## src/rtl/fpu_pkg.sv

```systemverilog
// Shared opcodes, sequencer states and per-stage control payload for the FPU issue sequencer.
package fpu_pkg;

    localparam logic [1:0] OP_ADD = 2'b00;
    localparam logic [1:0] OP_SUB = 2'b01;
    localparam logic [1:0] OP_MUL = 2'b10;
    localparam logic [1:0] OP_DIV = 2'b11;

    typedef enum logic [1:0] {
        ST_PIPE     = 2'd0,
        ST_DIV_ITER = 2'd1,
        ST_DIV_DONE = 2'd2
    } seqState_t;

    typedef struct packed {
        logic [1:0] op;
        logic       effOperation;
        logic       exclusiveSign;
    } stageCtl_t;

    // Sign-control decode: effective operation only meaningful for ADD/SUB.
    function automatic stageCtl_t decodeIssue(input logic [1:0] op, input logic signX,
                                              input logic signY);
        stageCtl_t c;
        c.op            = op;
        c.exclusiveSign = signX ^ signY;
        c.effOperation  = (op == OP_ADD || op == OP_SUB) ?
                          (c.exclusiveSign ^ (op == OP_SUB)) : 1'b0;
        return c;
    endfunction

endpackage

```

## src/rtl/fpu_addsub_sequencer_if.sv

```systemverilog
// Request/response and datapath-control bundle between the sequencer and its neighbours.
interface fpu_addsub_sequencer_if #(
    parameter int unsigned STAGES = 4,
    parameter int unsigned TAG_W  = 4
);
    logic                           ReqValid;
    logic                           ReqReady;
    logic [1:0]                     ReqOp;
    logic                           ReqSignX;
    logic                           ReqSignY;
    logic [TAG_W-1:0]               ReqTag;
    logic                           Flush;
    logic [STAGES-1:0]              StageEn;
    logic                           DivIterEn;
    logic                           DivStart;
    logic                           SignEffOperation;
    logic                           SignExclusiveSign;
    logic                           RespValid;
    logic                           RespReady;
    logic [1:0]                     RespOp;
    logic [TAG_W-1:0]               RespTag;
    logic [$clog2(STAGES+1)-1:0]    InFlight;

    modport master (
        output ReqValid, ReqOp, ReqSignX, ReqSignY, ReqTag, Flush, RespReady,
        input  ReqReady, StageEn, DivIterEn, DivStart, SignEffOperation, SignExclusiveSign,
               RespValid, RespOp, RespTag, InFlight
    );

    modport slave (
        input  ReqValid, ReqOp, ReqSignX, ReqSignY, ReqTag, Flush, RespReady,
        output ReqReady, StageEn, DivIterEn, DivStart, SignEffOperation, SignExclusiveSign,
               RespValid, RespOp, RespTag, InFlight
    );

endinterface

```

## src/rtl/fpu_pipe_ctrl.sv

```systemverilog
// Valid/advance chain plus op/tag/sign control shift register for the ADD/SUB/MUL pipe.
module fpu_pipe_ctrl
    import fpu_pkg::*;
#(
    parameter int unsigned STAGES = 4,
    parameter int unsigned TAG_W  = 4
) (
    input  logic              Clk,
    input  logic              ResetN,
    input  logic              flush,
    input  logic              respReady,
    input  logic              loadValid,
    input  stageCtl_t         loadCtl,
    input  logic [TAG_W-1:0]  loadTag,
    output logic [STAGES-1:0] adv,
    output logic [STAGES-1:0] valid,
    output stageCtl_t         ctl [STAGES],
    output logic [TAG_W-1:0]  tag [STAGES]
);

    // A stage may advance when it is empty or everything downstream moves.
    always_comb begin
        logic down;
        adv             = '0;
        down            = ~valid[STAGES-1] | respReady;
        adv[STAGES-1]   = down;
        for (int i = int'(STAGES) - 2; i >= 0; i--) begin
            down   = ~valid[i] | down;
            adv[i] = down;
        end
    end

    // Shift valid bits and control payload forward on each stage enable.
    always_ff @(posedge Clk or negedge ResetN) begin
        if (!ResetN) begin
            valid <= '0;
            for (int i = 0; i < int'(STAGES); i++) begin
                ctl[i] <= '0;
                tag[i] <= '0;
            end
        end else if (flush) begin
            valid <= '0;
        end else begin
            if (adv[0]) begin
                valid[0] <= loadValid;
                ctl[0]   <= loadCtl;
                tag[0]   <= loadTag;
            end
            for (int i = 1; i < int'(STAGES); i++) begin
                if (adv[i]) begin
                    valid[i] <= valid[i-1];
                    ctl[i]   <= ctl[i-1];
                    tag[i]   <= tag[i-1];
                end
            end
        end
    end

endmodule

```

## src/rtl/fpu_addsub_sequencer.sv

```systemverilog
// Issue controller: pipelines ADD/SUB/MUL, runs DIV exclusively under a small FSM.
module fpu_addsub_sequencer
    import fpu_pkg::*;
#(
    parameter int unsigned STAGES     = 4,
    parameter int unsigned SIGN_STAGE = 1,
    parameter int unsigned DIV_CYCLES = 24,
    parameter int unsigned TAG_W      = 4
) (
    input  logic                   Clk,
    input  logic                   ResetN,
    fpu_addsub_sequencer_if.slave  bus
);

    localparam int unsigned CNT_W = $clog2(DIV_CYCLES);
    localparam int unsigned IF_W  = $clog2(STAGES + 1);

    seqState_t         state;
    logic [CNT_W-1:0]  divCnt;
    logic [TAG_W-1:0]  divTag;
    logic [STAGES-1:0] adv;
    logic [STAGES-1:0] valid;
    stageCtl_t         ctl [STAGES];
    logic [TAG_W-1:0]  tag [STAGES];
    stageCtl_t         issueCtl;
    logic              reqIsDiv;
    logic              reqReady;
    logic              pipeLoad;
    logic              divAccept;
    logic [IF_W-1:0]   inFlightCnt;

    assign issueCtl = decodeIssue(bus.ReqOp, bus.ReqSignX, bus.ReqSignY);

    // Accept decision: DIV waits for an empty pipe; nothing is accepted while flushing or in reset.
    always_comb begin
        reqIsDiv = (bus.ReqOp == OP_DIV);
        reqReady = 1'b0;
        if (ResetN && state == ST_PIPE && !bus.Flush) begin
            reqReady = reqIsDiv ? (valid == '0) : adv[0];
        end
        pipeLoad  = bus.ReqValid & reqReady & ~reqIsDiv;
        divAccept = bus.ReqValid & reqReady & reqIsDiv;
    end

    fpu_pipe_ctrl #(
        .STAGES (STAGES),
        .TAG_W  (TAG_W)
    ) u_pipe (
        .Clk       (Clk),
        .ResetN    (ResetN),
        .flush     (bus.Flush),
        .respReady (bus.RespReady),
        .loadValid (pipeLoad),
        .loadCtl   (issueCtl),
        .loadTag   (bus.ReqTag),
        .adv       (adv),
        .valid     (valid),
        .ctl       (ctl),
        .tag       (tag)
    );

    // DIV sequencing: load counter on accept, count down, hold result until taken.
    always_ff @(posedge Clk or negedge ResetN) begin
        if (!ResetN) begin
            state  <= ST_PIPE;
            divCnt <= '0;
            divTag <= '0;
        end else if (bus.Flush) begin
            state  <= ST_PIPE;
            divCnt <= '0;
        end else begin
            case (state)
                ST_PIPE: begin
                    if (divAccept) begin
                        state  <= ST_DIV_ITER;
                        divCnt <= CNT_W'(DIV_CYCLES - 1);
                        divTag <= bus.ReqTag;
                    end
                end
                ST_DIV_ITER: begin
                    if (divCnt == '0) begin
                        state <= ST_DIV_DONE;
                    end else begin
                        divCnt <= divCnt - CNT_W'(1);
                    end
                end
                ST_DIV_DONE: begin
                    if (bus.RespReady) begin
                        state <= ST_PIPE;
                    end
                end
                default: state <= ST_PIPE;
            endcase
        end
    end

    // Occupancy count of the pipe.
    always_comb begin
        inFlightCnt = '0;
        for (int i = 0; i < int'(STAGES); i++) begin
            inFlightCnt = inFlightCnt + IF_W'(valid[i]);
        end
    end

    // Output drive; the divider result takes the response port only in DIV_DONE.
    always_comb begin
        bus.ReqReady          = reqReady;
        bus.StageEn           = ResetN ? adv : '0;
        bus.DivIterEn         = (state == ST_DIV_ITER);
        bus.DivStart          = divAccept;
        bus.SignEffOperation  = valid[SIGN_STAGE] & ctl[SIGN_STAGE].effOperation;
        bus.SignExclusiveSign = valid[SIGN_STAGE] & ctl[SIGN_STAGE].exclusiveSign;
        bus.InFlight          = inFlightCnt;
        bus.RespValid         = 1'b0;
        bus.RespOp            = '0;
        bus.RespTag           = '0;
        if (state == ST_DIV_DONE) begin
            bus.RespValid = 1'b1;
            bus.RespOp    = OP_DIV;
            bus.RespTag   = divTag;
        end else if (state == ST_PIPE && valid[STAGES-1]) begin
            bus.RespValid = 1'b1;
            bus.RespOp    = ctl[STAGES-1].op;
            bus.RespTag   = tag[STAGES-1];
        end
    end

endmodule

```

## src/flat_wrapper.sv

```systemverilog
// flat-port wrapper written by rule: the top's interface ports become plain ports
module fpu_addsub_sequencer_flat import fpu_pkg::*;
#(
    parameter int unsigned STAGES     = 4,
    parameter int unsigned SIGN_STAGE = 1,
    parameter int unsigned DIV_CYCLES = 24,
    parameter int unsigned TAG_W      = 4
)
  (Clk, ResetN, bus_ReqValid, bus_ReqOp, bus_ReqSignX, bus_ReqSignY, bus_ReqTag, bus_Flush, bus_RespReady, bus_ReqReady, bus_StageEn, bus_DivIterEn, bus_DivStart, bus_SignEffOperation, bus_SignExclusiveSign, bus_RespValid, bus_RespOp, bus_RespTag, bus_InFlight);
  fpu_addsub_sequencer_if #(.STAGES(STAGES), .TAG_W(TAG_W)) bus_i ();
  input  logic Clk;
  input  logic ResetN;
  input wire logic [$bits(bus_i.ReqValid)-1:0] bus_ReqValid;
  input wire logic [$bits(bus_i.ReqOp)-1:0] bus_ReqOp;
  input wire logic [$bits(bus_i.ReqSignX)-1:0] bus_ReqSignX;
  input wire logic [$bits(bus_i.ReqSignY)-1:0] bus_ReqSignY;
  input wire logic [$bits(bus_i.ReqTag)-1:0] bus_ReqTag;
  input wire logic [$bits(bus_i.Flush)-1:0] bus_Flush;
  input wire logic [$bits(bus_i.RespReady)-1:0] bus_RespReady;
  output wire logic [$bits(bus_i.ReqReady)-1:0] bus_ReqReady;
  output wire logic [$bits(bus_i.StageEn)-1:0] bus_StageEn;
  output wire logic [$bits(bus_i.DivIterEn)-1:0] bus_DivIterEn;
  output wire logic [$bits(bus_i.DivStart)-1:0] bus_DivStart;
  output wire logic [$bits(bus_i.SignEffOperation)-1:0] bus_SignEffOperation;
  output wire logic [$bits(bus_i.SignExclusiveSign)-1:0] bus_SignExclusiveSign;
  output wire logic [$bits(bus_i.RespValid)-1:0] bus_RespValid;
  output wire logic [$bits(bus_i.RespOp)-1:0] bus_RespOp;
  output wire logic [$bits(bus_i.RespTag)-1:0] bus_RespTag;
  output wire logic [$bits(bus_i.InFlight)-1:0] bus_InFlight;
  assign bus_i.ReqValid = bus_ReqValid;
  assign bus_i.ReqOp = bus_ReqOp;
  assign bus_i.ReqSignX = bus_ReqSignX;
  assign bus_i.ReqSignY = bus_ReqSignY;
  assign bus_i.ReqTag = bus_ReqTag;
  assign bus_i.Flush = bus_Flush;
  assign bus_i.RespReady = bus_RespReady;
  assign bus_ReqReady = bus_i.ReqReady;
  assign bus_StageEn = bus_i.StageEn;
  assign bus_DivIterEn = bus_i.DivIterEn;
  assign bus_DivStart = bus_i.DivStart;
  assign bus_SignEffOperation = bus_i.SignEffOperation;
  assign bus_SignExclusiveSign = bus_i.SignExclusiveSign;
  assign bus_RespValid = bus_i.RespValid;
  assign bus_RespOp = bus_i.RespOp;
  assign bus_RespTag = bus_i.RespTag;
  assign bus_InFlight = bus_i.InFlight;
  fpu_addsub_sequencer #(.STAGES(STAGES), .SIGN_STAGE(SIGN_STAGE), .DIV_CYCLES(DIV_CYCLES), .TAG_W(TAG_W)) u_core (.Clk(Clk), .ResetN(ResetN), .bus(bus_i));
endmodule
```

## config.mk

```make
export PLATFORM = sky130hd
export DESIGN_NAME = fpu_addsub_sequencer_flat
export DESIGN_NICKNAME = d
export VERILOG_FILES = /design/src/rtl/fpu_pkg.sv /design/src/rtl/fpu_addsub_sequencer_if.sv /design/src/rtl/fpu_pipe_ctrl.sv /design/src/rtl/fpu_addsub_sequencer.sv /design/src/flat_wrapper.sv
export SDC_FILE = /design/constraint.sdc
export NUM_CORES = 1
export LEC_CHECK = 0
export ABC_CLOCK_PERIOD_IN_PS = 4800
export BUFFER_PORTS_ARGS = -buffer_cell sky130_fd_sc_hd__buf_2
export CORE_UTILIZATION = 60
export CTS_BUF_LIST = sky130_fd_sc_hd__clkbuf_8
export CTS_CLUSTER_DIAMETER = 40
export DETAILED_ROUTE_END_ITERATION = 10
export PLACE_DENSITY = 0.85
export RECOVER_POWER = 50
export SLEW_MARGIN = 0
export SYNTH_ARGS = -nofsm -noshare
export SYNTH_HDL_FRONTEND = slang
export SYNTH_SLANG_ARGS = --single-unit
```

## constraint.sdc

```tcl
create_clock -name Clk -period 4.8 [get_ports Clk]
set_input_delay 0 -clock Clk [delete_from_list [all_inputs] [get_ports Clk]]
set_output_delay 0 -clock Clk [all_outputs]
set_load 0.02 [all_outputs]
```

Yosys cells after proc, flatten, opt, wreduce, memory -nomap -nowiden

Cells that the tools add are included.

Add/sub/neg operators: 4
Multipliers: 0
Div/mod/pow operators: 0
Magnitude comparators: 0
Equal/unequal tests: 8
Shift operators: 0
Mux-type cells: 24
Bitwise gates (word level): 17
Reductions and logical operators: 21

Operators with widths:

| kind                                                | count |
|---|---|
| two-way mux 4 bit                                   | 4 |
| two-way mux 5 bit                                   | 3 |
| two-way mux 2 bit                                   | 6 |
| one-hot mux 5 bit (2 select lines)                  | 1 |
| two-way mux 1 bit                                   | 9 |
| != test 3 bit, second input constant                | 3 |
| AND reduction 3 bit                                 | 3 |
| AND reduction 2 bit                                 | 4 |
| nonzero test 2 bit                                  | 4 |
| adder 3 x 1 -> 3 bit                                | 2 |
| NOT 1 bit                                           | 6 |
| one-hot mux 2 bit (3 select lines)                  | 1 |
| AND 1 bit                                           | 5 |
| zero test 5 bit                                     | 1 |
| subtractor 5 x 1 -> 5 bit, second input constant    | 1 |
| equality test 2 x 1 -> 1 bit, second input constant | 2 |
| equality test 2 bit, second input constant          | 2 |
| zero test 2 bit                                     | 2 |
| zero test 4 bit                                     | 1 |
| OR 1 bit                                            | 4 |
| logical AND 1 bit                                   | 3 |
| != test 3 x 2 -> 1 bit, second input constant       | 1 |
| nonzero test 3 bit                                  | 1 |
| adder 1 x 1 -> 2 bit                                | 1 |
| 3 further kinds                                     | 4 |

Bits in registers: 43
Bits in latches: 0
Memory bits (writable): 0
Bits in read-only memories: 0
Input port bits: 13
Output and inout bits: 19
Word-level logic and storage cells: 93
Memories: 0

Depth between registers and ports, before layout

Gate-level depths: netlist of the first run.

Depth in word-level cells: 12
Mapped depth: 6
Depth with buffers taken out: 6

Cells and area by module

Synthesis of the first run repeated with hierarchy kept, for this count alone.

Cell total of the unflattened synthesis: 185
Area total of the unflattened synthesis: 2,223.4 sq um

By module, submodules not included:

| module               | instances | cells each | area an instance (sq um) |
|---|---|---|---|
| fpu_pipe_ctrl        | 1         | 88         | 1,381.3 |
| fpu_addsub_sequencer | 1         | 97         | 842.1 |

Worst setup path after synthesis of the first run

No wires, ideal clock.

Kind: flip-flop to flip-flop
Start: register u_core.u_pipe.valid[0]
End: register u_core.divTag[0]
Arrival time: 1,812 ps
Path slack: 2,864 ps
Cell stages (with the launch flop): 7
Buffers on the path: 0
Cell sequence: dfrtp_1 inv_1 ha_1 nor3b_2 nand4_2 nor4_4 mux2_2

Word-level cells in the longest chain between the ends: 7
Elaborated cells between the ends (all ways): 8

Ends and longest elaborated chain:

| item                                     | RTL line                   | source |
|---|---|---|
| start, declared                          | fpu_pipe_ctrl.sv:16        | `output logic [STAGES-1:0] valid,` |
| start signal, assigned                   | fpu_pipe_ctrl.sv:45        | `valid[0] <= loadValid;` |
| start signal, assigned by index          | fpu_pipe_ctrl.sv:51        | `valid[i] <= valid[i-1];` |
| NOT 1 bit                                | fpu_pipe_ctrl.sv:28        | `down = ~valid[i] \| down;` |
| OR 1 bit                                 | fpu_pipe_ctrl.sv:28        |  |
| two-way mux 1 bit (*)                    | fpu_addsub_sequencer.sv:39 | `reqReady = reqIsDiv ? (valid == '0) : adv[0];` |
| two-way mux 1 bit (*)                    | fpu_addsub_sequencer.sv:38 | `if (ResetN && state == ST_PIPE && !bus.Flush) begin` |
| AND 1 bit (*) (2 in series)              | fpu_addsub_sequencer.sv:42 | `divAccept = bus.ReqValid & reqReady & reqIsDiv;` |
| via bus_DivStart                         | flat_wrapper.sv:23         | `output wire logic [$bits(bus_i.DivStart)-1:0] bus_DivStart;` |
| AND reduction 3 bit (no source line) (*) | n/a                        |  |
| end signal, assigned                     | fpu_addsub_sequencer.sv:77 | `divTag <= bus.ReqTag;` |
| end, declared                            | fpu_addsub_sequencer.sv:20 | `logic [TAG_W-1:0] divTag;` |

The timed path passes the listed nets; every way through them passes the cells marked *.
A chain may end at the register's enable or synchronous reset.

Final worst setup path of the first run

Start: input port ResetN
End: output port bus_DivStart

Word-level cells in the longest chain between the ends: 5

Ends and longest elaborated chain:

| item                            | RTL line                   | source |
|---|---|---|
| start, declared                 | flat_wrapper.sv:12         | `input logic ResetN;` |
| logical AND 1 bit (2 in series) | fpu_addsub_sequencer.sv:38 |  |
| two-way mux 1 bit               | fpu_addsub_sequencer.sv:38 |  |
| AND 1 bit (2 in series)         | fpu_addsub_sequencer.sv:42 |  |
| end, declared                   | flat_wrapper.sv:23         |  |

Every way passes these cells.

==> flow_metrics.env, run 1 <==
export IMPL_status="complete, no violations"
export IMPL_synth_cells=174
export IMPL_num_nets_final=232
export IMPL_endpoint_kind="output port"
export IMPL_synth_adder_area_share_pct=4.00
export IMPL_use_met3_pct=6.18
export IMPL_drt_iter0_drc=64
export IMPL_synthesis_area_um2=2070
export IMPL_globalplace_congestion=0.837
export IMPL_avgSynthCellArea_um2=11.9
export IMPL_yosysSeqAreaShare_pct=52.1
export IMPL_die_y_um=60.7
export IMPL_path_buf_inv=3
export IMPL_finalHoldViolCount=0
export IMPL_place_inst=243
export IMPL_cts_root_buf="clkbuf_8"
export IMPL_vias=1471
export IMPL_cts_tree="built"
export IMPL_synth_seq_cells=43
export IMPL_final_common_cell="dfrtp_1"
export IMPL_area_growth_synth_to_final_pct=15.7
export IMPL_post_route_cell_area_um2=2390
export IMPL_synth_cell_types=38
export IMPL_grt_overflow_total=0
export IMPL_core_rowCount=20
export IMPL_synth_top_family_by_area="multiplexers"
export IMPL_grt_pass1_vias=1519
export IMPL_power_density_nw_per_um2=328
export IMPL_synth_compound_area_share_pct=8.84
export IMPL_tns_ns=0
export IMPL_drv_cap=0
export IMPL_tightest_slew_ns=1.04
export IMPL_timing_final_crit_share_pct=46.6
export IMPL_multiInputGateArea_um2=932
export IMPL_dp_hpwl_mm=2.94
export IMPL_async_flop_share_pct=100
export IMPL_dr_pass1_iters=4
export IMPL_cts_buffer_depth=2
export IMPL_io_buffers=31
export IMPL_wl_per_cell_um=16.0
export IMPL_via_per_inst=5.72
export IMPL_synthTopCellsByArea="dfrtp_1 (52%), mux2_2 (16%), nor2_1 (3.3%)"
export IMPL_synthFlopType="dfrtp_1"
export IMPL_startpoint_type="primary input"
export IMPL_dieArea_um2=3680
export IMPL_worstPathCellList="dlygate4sd3_1 > buf_2 > nand4_2 > nor4_4 > buf_2"
export IMPL_met1_usage_pct=30.7
export IMPL_grt_usage_pct=25.8
export IMPL_crit_slowest_cell="buf_2"
export IMPL_busiest_layer="met2"
export IMPL_crit_path_max_incr_delay_ns=0.80
export IMPL_final_cell_mix="dfrtp_1 (43), mux2_2 (30), buf_2 (26)"
export IMPL_ant_nets=0
export IMPL_cts_htree_levels=2
export IMPL_vdd_drop_max_uv=257
export IMPL_cts_sinks=43
export IMPL_drc=0
export IMPL_crit_top_cell="buf_2"
export IMPL_grt_setup_unrepaired="no"
export IMPL_leakagePower_nw=1.10
export IMPL_cp_arrival_ns=2.24
export IMPL_grt_max_degree=52
export IMPL_drive_gt1_share_pct=32.9
export IMPL_numCtsBuffers=5
export IMPL_final_max_slew_viol_count=0
export IMPL_min_period_ns=2.24
export IMPL_hold_class="primary input to flip-flop"
export IMPL_ff_latch_area_um2=1080
export IMPL_yosys_warnings=0
export IMPL_yosys_area_share_simple_pct=15.6
export IMPL_synth_xor_area_share_pct=0.847
export IMPL_clkTransAtPathRegs_ns=0.07
export IMPL_clock_latency_ns=0.29
export IMPL_fp_dieW_um=60.7
export IMPL_synthMuxAreaShare_pct=16.3
export IMPL_slew_headroom_pct=30.5
export IMPL_synth_edff_count=0
export IMPL_finalWirelength_mm=4.12
export IMPL_yosysTopAreaCell="dfrtp_1"
export IMPL_critPathMaxFanout=51
export IMPL_path_delay_family="buffers and inverters"
export IMPL_skew_ns=0.00667
export IMPL_finalNonFillerCells=257
export IMPL_use_met2_pct=46.2
export IMPL_n_antenna_cell=0
export IMPL_core_um2=3150
export IMPL_grt_antenna_before_repair=0
export IMPL_grt_first_pass_wirelength_mm=6.79
export IMPL_setup_viol=0
export IMPL_start_util_pct=65.6
export IMPL_cp_data_required_time_ns=4.80
export IMPL_nFillCells=243
export IMPL_max_freq_ghz=0.447
export IMPL_ioPinCount=32
export IMPL_dpl_cell_area_um2=2250
export IMPL_worstSetupPathType="primary input to output port"
export IMPL_synth_top_area_share_pct=52.1
export IMPL_synth_nets=193
## timing repair
action                                  4_1_cts  5_1_grt
hold buffers                                  7        0
endpoints found under the hold margin        54        0
endpoints found under the setup margin        0        0
buffers inserted                              0        0
resized for setup                             0        0
## cells in the mapped netlist (2+ instances only)
master    count
dfrtp_1      43
mux2_2       30
nor2_1       18
a21oi_1      10
and2_1        6
inv_1         6
nand2_1       6
nor2b_1       6
ha_1          5
a22oi_1       4
clkbuf_1      4
nor3_1        3
a311oi_1      2
a31oi_1       2
nand3_1       2
nor2_2        2
nor3b_1       2
or3_1         2
xnor2_1       2
## sequential cells by signal, indices dropped and copies added (netlist names)
name / cells
u_core.u_pipe.valid: 4
u_core.state: 2
u_core.divTag: 4
u_core.u_pipe.ctl: 12
u_core.divCnt: 5
u_core.u_pipe.tag: 16
## worst reg2reg max path: cells and delay by family (launching register included)
family / cells / cell delay (ns)
simple gates: 1 / 0.32
mux: 1 / 0.42
compound gates: 1 / 0.77
flops: 1 / 0.49
## layer usage
layer,vias up,wire length [um]
li1,692,-
met4,0,59
met1,741,1760
met3,6,143
met2,32,2160
met5,-,0
## cell families after synthesis
group | count (synthesis)
buf+inv | 12
fa+ha+maj | 6
xor+xnor | 2
compound gates | 26
mux | 30
flops | 43
simple gates | 55
## report_power, final
part / switching, W / internal, W / leakage (nW) / total [W]
registers: 0.0000286 / 0.000413 / 0.532 / 0.000442
clock network: 0.000114 / 0.000113 / 0.0470 / 0.000227
logic: 0.0000540 / 0.0000615 / 0.522 / 0.000115
total: 0.000197 / 0.000588 / 1.10 / 0.000784
## metrics by stage
stage	power [W]	setup WS, ns	hold slack [ns]	utilization, %
finish	0.000784	2.56	0.0285	75.9
global route	0.000820	2.30	0.0298	75.9
CTS	0.000793	2.53	0.00634	76.4
detailed placement	0.000562	2.77	0.232	71.4
global placement	0.000550	2.91	0.200	71.4
floorplan	0.000521	2.86	-0.296	-
## area by class of cell
| class | instances | area share (%) |
|---|---|---|
| clock buffer | 6 | 3.45 |
| clock inverter | 1 | 0.209 |
| inverter | 6 | 0.941 |
| multi-input combinational | 119 | 39.0 |
| sequential | 43 | 45.0 |
| tap | 44 | 2.30 |
| timing repair buffer | 38 | 9.15 |
## worst paths after layout
path                                                     from                                  to  slack (ns)  depth (start not counted)
setup reg to reg           u_core.u_pipe.valid[3]$_DFFE_PN0P_   u_core.u_pipe.tag[12]$_DFFE_PN0P_        2.68                          3
hold reg to reg             u_core.u_pipe.tag[15]$_DFFE_PN0P_   u_core.u_pipe.tag[11]$_DFFE_PN0P_        0.51                          1
setup / recovery                                       ResetN                        bus_DivStart        2.56                          5
max in group asynchronous                              ResetN        u_core.divCnt[1]$_DFFE_PN0P_        3.71                          2
hold / removal                                   bus_ReqValid  u_core.u_pipe.valid[0]$_DFFE_PN0P_        0.03                          3
min in group asynchronous                              ResetN   u_core.u_pipe.ctl[13]$_DFFE_PN0P_        0.44                          2
(Power assumes the default switching activity.)
==> inputs of run 2 (changes only) <==
--- a/config.mk
+++ b/config.mk
@@ -5,13 +5,13 @@
 export SDC_FILE = /design/constraint.sdc
 export NUM_CORES = 1
 export LEC_CHECK = 0
-export ABC_CLOCK_PERIOD_IN_PS = 4800
+export ABC_CLOCK_PERIOD_IN_PS = 2000
 export BUFFER_PORTS_ARGS = -buffer_cell sky130_fd_sc_hd__buf_2
-export CORE_UTILIZATION = 60
+export CORE_UTILIZATION = 53
 export CTS_BUF_LIST = sky130_fd_sc_hd__clkbuf_8
 export CTS_CLUSTER_DIAMETER = 40
 export DETAILED_ROUTE_END_ITERATION = 10
-export PLACE_DENSITY = 0.85
+export PLACE_DENSITY = 0.79
 export RECOVER_POWER = 50
 export SLEW_MARGIN = 0
 export SYNTH_ARGS = -nofsm -noshare
==> constraint.sdc (replaced) <==
create_clock -name Clk -period 2 [get_ports Clk]
set_input_delay 0 -clock Clk [delete_from_list [all_inputs] [get_ports Clk]]
set_output_delay 0 -clock Clk [all_outputs]
set_load 0.02 [all_outputs]
==> flow_metrics.env, run 2 (synthesis gave the netlist of run 1 again) <==
export IMPL_cts_sinks=43
export IMPL_cts_tree="built"
export IMPL_io_buffers=31
export IMPL_crit_path_max_incr_delay_ns=0.44
export IMPL_clkTransAtPathRegs_ns=0.08
export IMPL_grt_max_degree=31
export IMPL_max_freq_ghz=0.507
export IMPL_final_cell_mix="dfrtp_1 (43), mux2_2 (30), buf_2 (26)"
export IMPL_area_growth_synth_to_final_pct=21.6
export IMPL_fin_hold_ws_ns=0.0198
export IMPL_worstSetupPathType="flip-flop to output port"
export IMPL_cp_data_required_time_ns=2.00
export IMPL_clock_power_share_pct=32.2
export IMPL_status="complete, no violations"
export IMPL_p_seq_share_pct=53.1
export IMPL_min_period_ns=1.97
export IMPL_p_sw_w=0.000490
export IMPL_num_nets_final=243
export IMPL_reg_top3="u_core.u_pipe.tag x16, u_core.u_pipe.ctl x12, u_core.divCnt x5"
export IMPL_cts_buffer_depth=2
export IMPL_endpoint_kind="output port"
export IMPL_r2r_start="u_core.u_pipe.valid[1]$_DFFE_PN0P_"
export IMPL_drv_cap=0
export IMPL_drive_gt1_share_pct=36.2
export IMPL_tns_ns=0
export IMPL_grt_antenna_before_repair=0
export IMPL_dr_pass1_iters=4
export IMPL_ioPinCount=32
export IMPL_combinationalPowerShare_pct=14.7
export IMPL_grt_first_pass_wirelength_mm=7.42
export IMPL_n_antenna_cell=0
export IMPL_slew_headroom_pct=51.6
export IMPL_clock_latency_ns=0.30
export IMPL_power_density_nw_per_um2=796
export IMPL_skew_ns=0.00863
export IMPL_finalNonFillerCells=272
export IMPL_vdd_drop_max_uv=533
export IMPL_crit_start="u_core.u_pipe.valid[1]$_DFFE_PN0P_"
export IMPL_cts_htree_levels=2
export IMPL_dp_hpwl_mm=3.15
export IMPL_cp_arrival_ns=1.97
export IMPL_core_rowCount=22
export IMPL_finalHoldViolCount=0
export IMPL_ant_nets=0
export IMPL_startpoint_type="flip-flop"
export IMPL_crit_slowest_cell="dfrtp_1"
export IMPL_p_int_w=0.00151
export IMPL_dieArea_um2=4150
export IMPL_largest_reg_flops=16
export IMPL_wl_per_cell_um=16.2
export IMPL_vias=1512
export IMPL_drt_iter0_drc=88
export IMPL_crit_top_cell="ha_1"
export IMPL_min_delay_start="bus_ReqValid"
export IMPL_grt_usage_pct=24.0
export IMPL_hold_class="primary input to flip-flop"
export IMPL_worstPathCellList="inv_1 > ha_1 > fa_1 > ha_1 > buf_2"
export IMPL_fp_dieW_um=64.5
export IMPL_p_sw_share_pct=24.5
export IMPL_final_common_cell="dfrtp_1"
export IMPL_finalWirelength_mm=4.40
export IMPL_core_um2=3690
export IMPL_via_per_inst=5.56
export IMPL_grt_overflow_total=0
export IMPL_start_util_pct=56.0
export IMPL_place_inst=255
export IMPL_critPathMaxFanout=6
export IMPL_drc=0
export IMPL_globalplace_congestion=0.906
export IMPL_timing_final_crit_share_pct=98.7
export IMPL_die_y_um=64.5
export IMPL_final_max_slew_viol_count=0
export IMPL_tightest_slew_ns=0.726
export IMPL_setup_ws_ns=0.0267
export IMPL_grt_pass1_vias=1541
export IMPL_setup_viol=0
export IMPL_post_place_ws_ns=0.0293
export IMPL_top_register="u_core.u_pipe.tag"
export IMPL_cts_root_buf="clkbuf_8"
export IMPL_numCtsBuffers=5
export IMPL_leakagePower_nw=1.17
## run 2: changes by cell type in the layout (fill, tap and decap cells not counted), sizes merged
| cell | change |
|---|---|
| buf | +10 |
| bufinv | +1 |
| clkinv | -1 |
| inv | +1 |
## run 2: path summary, 6_finish.rpt
path                                                           end  slack, ns  cells after the start
worst max-delay path                               bus_InFlight[1]       0.03                      5
worst min-delay path            u_core.u_pipe.valid[0]$_DFFE_PN0P_       0.02                      3
max in group asynchronous             u_core.divTag[1]$_DFFE_PN0P_       1.10                      3
worst min register to register    u_core.u_pipe.ctl[9]$_DFFE_PN0P_       0.51                      1
min in group asynchronous         u_core.u_pipe.ctl[8]$_DFFE_PN0P_       0.23                      3
worst max register to register        u_core.divTag[2]$_DFFE_PN0P_       0.05                      7
## run 2: final cells by class
cell class              count  area [um^2]
well taps                  48         60.1
repair buffers             49          303
clock inverters             2         33.8
clock buffers               5         68.8
multi-input cells         119          950
inverters                   6         22.5
flip-flops and latches     43         1080
fillers                   281         1170
## run 2: critical path, delay by kind of cell (launching register included)
family | cells | cell delay [ns]
flops | 1 | 0.44
buf+inv | 2 | 0.24
fa+ha+maj | 3 | 0.99
## run 2: timing repair
item                       CTS  global route
pin swaps                    1             0
setup endpoints to repair    1             6
buffers inserted             1             2
hold endpoints to repair    54             0
hold buffers                 7             0
resized for setup            0             2
## run 2: through the flow
stage               power (W)  area [um^2]  util [%]
finish                0.00200         2510      68.1
floorplan             0.00125         2070         -
global route          0.00209         2510      68.1
CTS                   0.00200         2500      67.7
global placement      0.00133         2320      62.8
detailed placement    0.00136         2320      62.8
## run 2: routing by layer
layer	track usage [%]	vias up	part of all wire, %
li1	-	713	-
met1	30.3	752	43
met2	40.5	36	51
met3	5.81	11	3.8
met4	7.78	0	2.1
met5	0	-	0
## run 2: power by group through the flow
stage	sequential, W	combinational [W]	clock [W]
final	0.00106	0.000293	0.000645
after CTS	0.00106	0.000294	0.000647
after detailed placement	0.00108	0.000282	0
after global placement	0.00107	0.000263	0
after global routing	0.00108	0.000324	0.000687
after floorplan	0.00105	0.000197	0
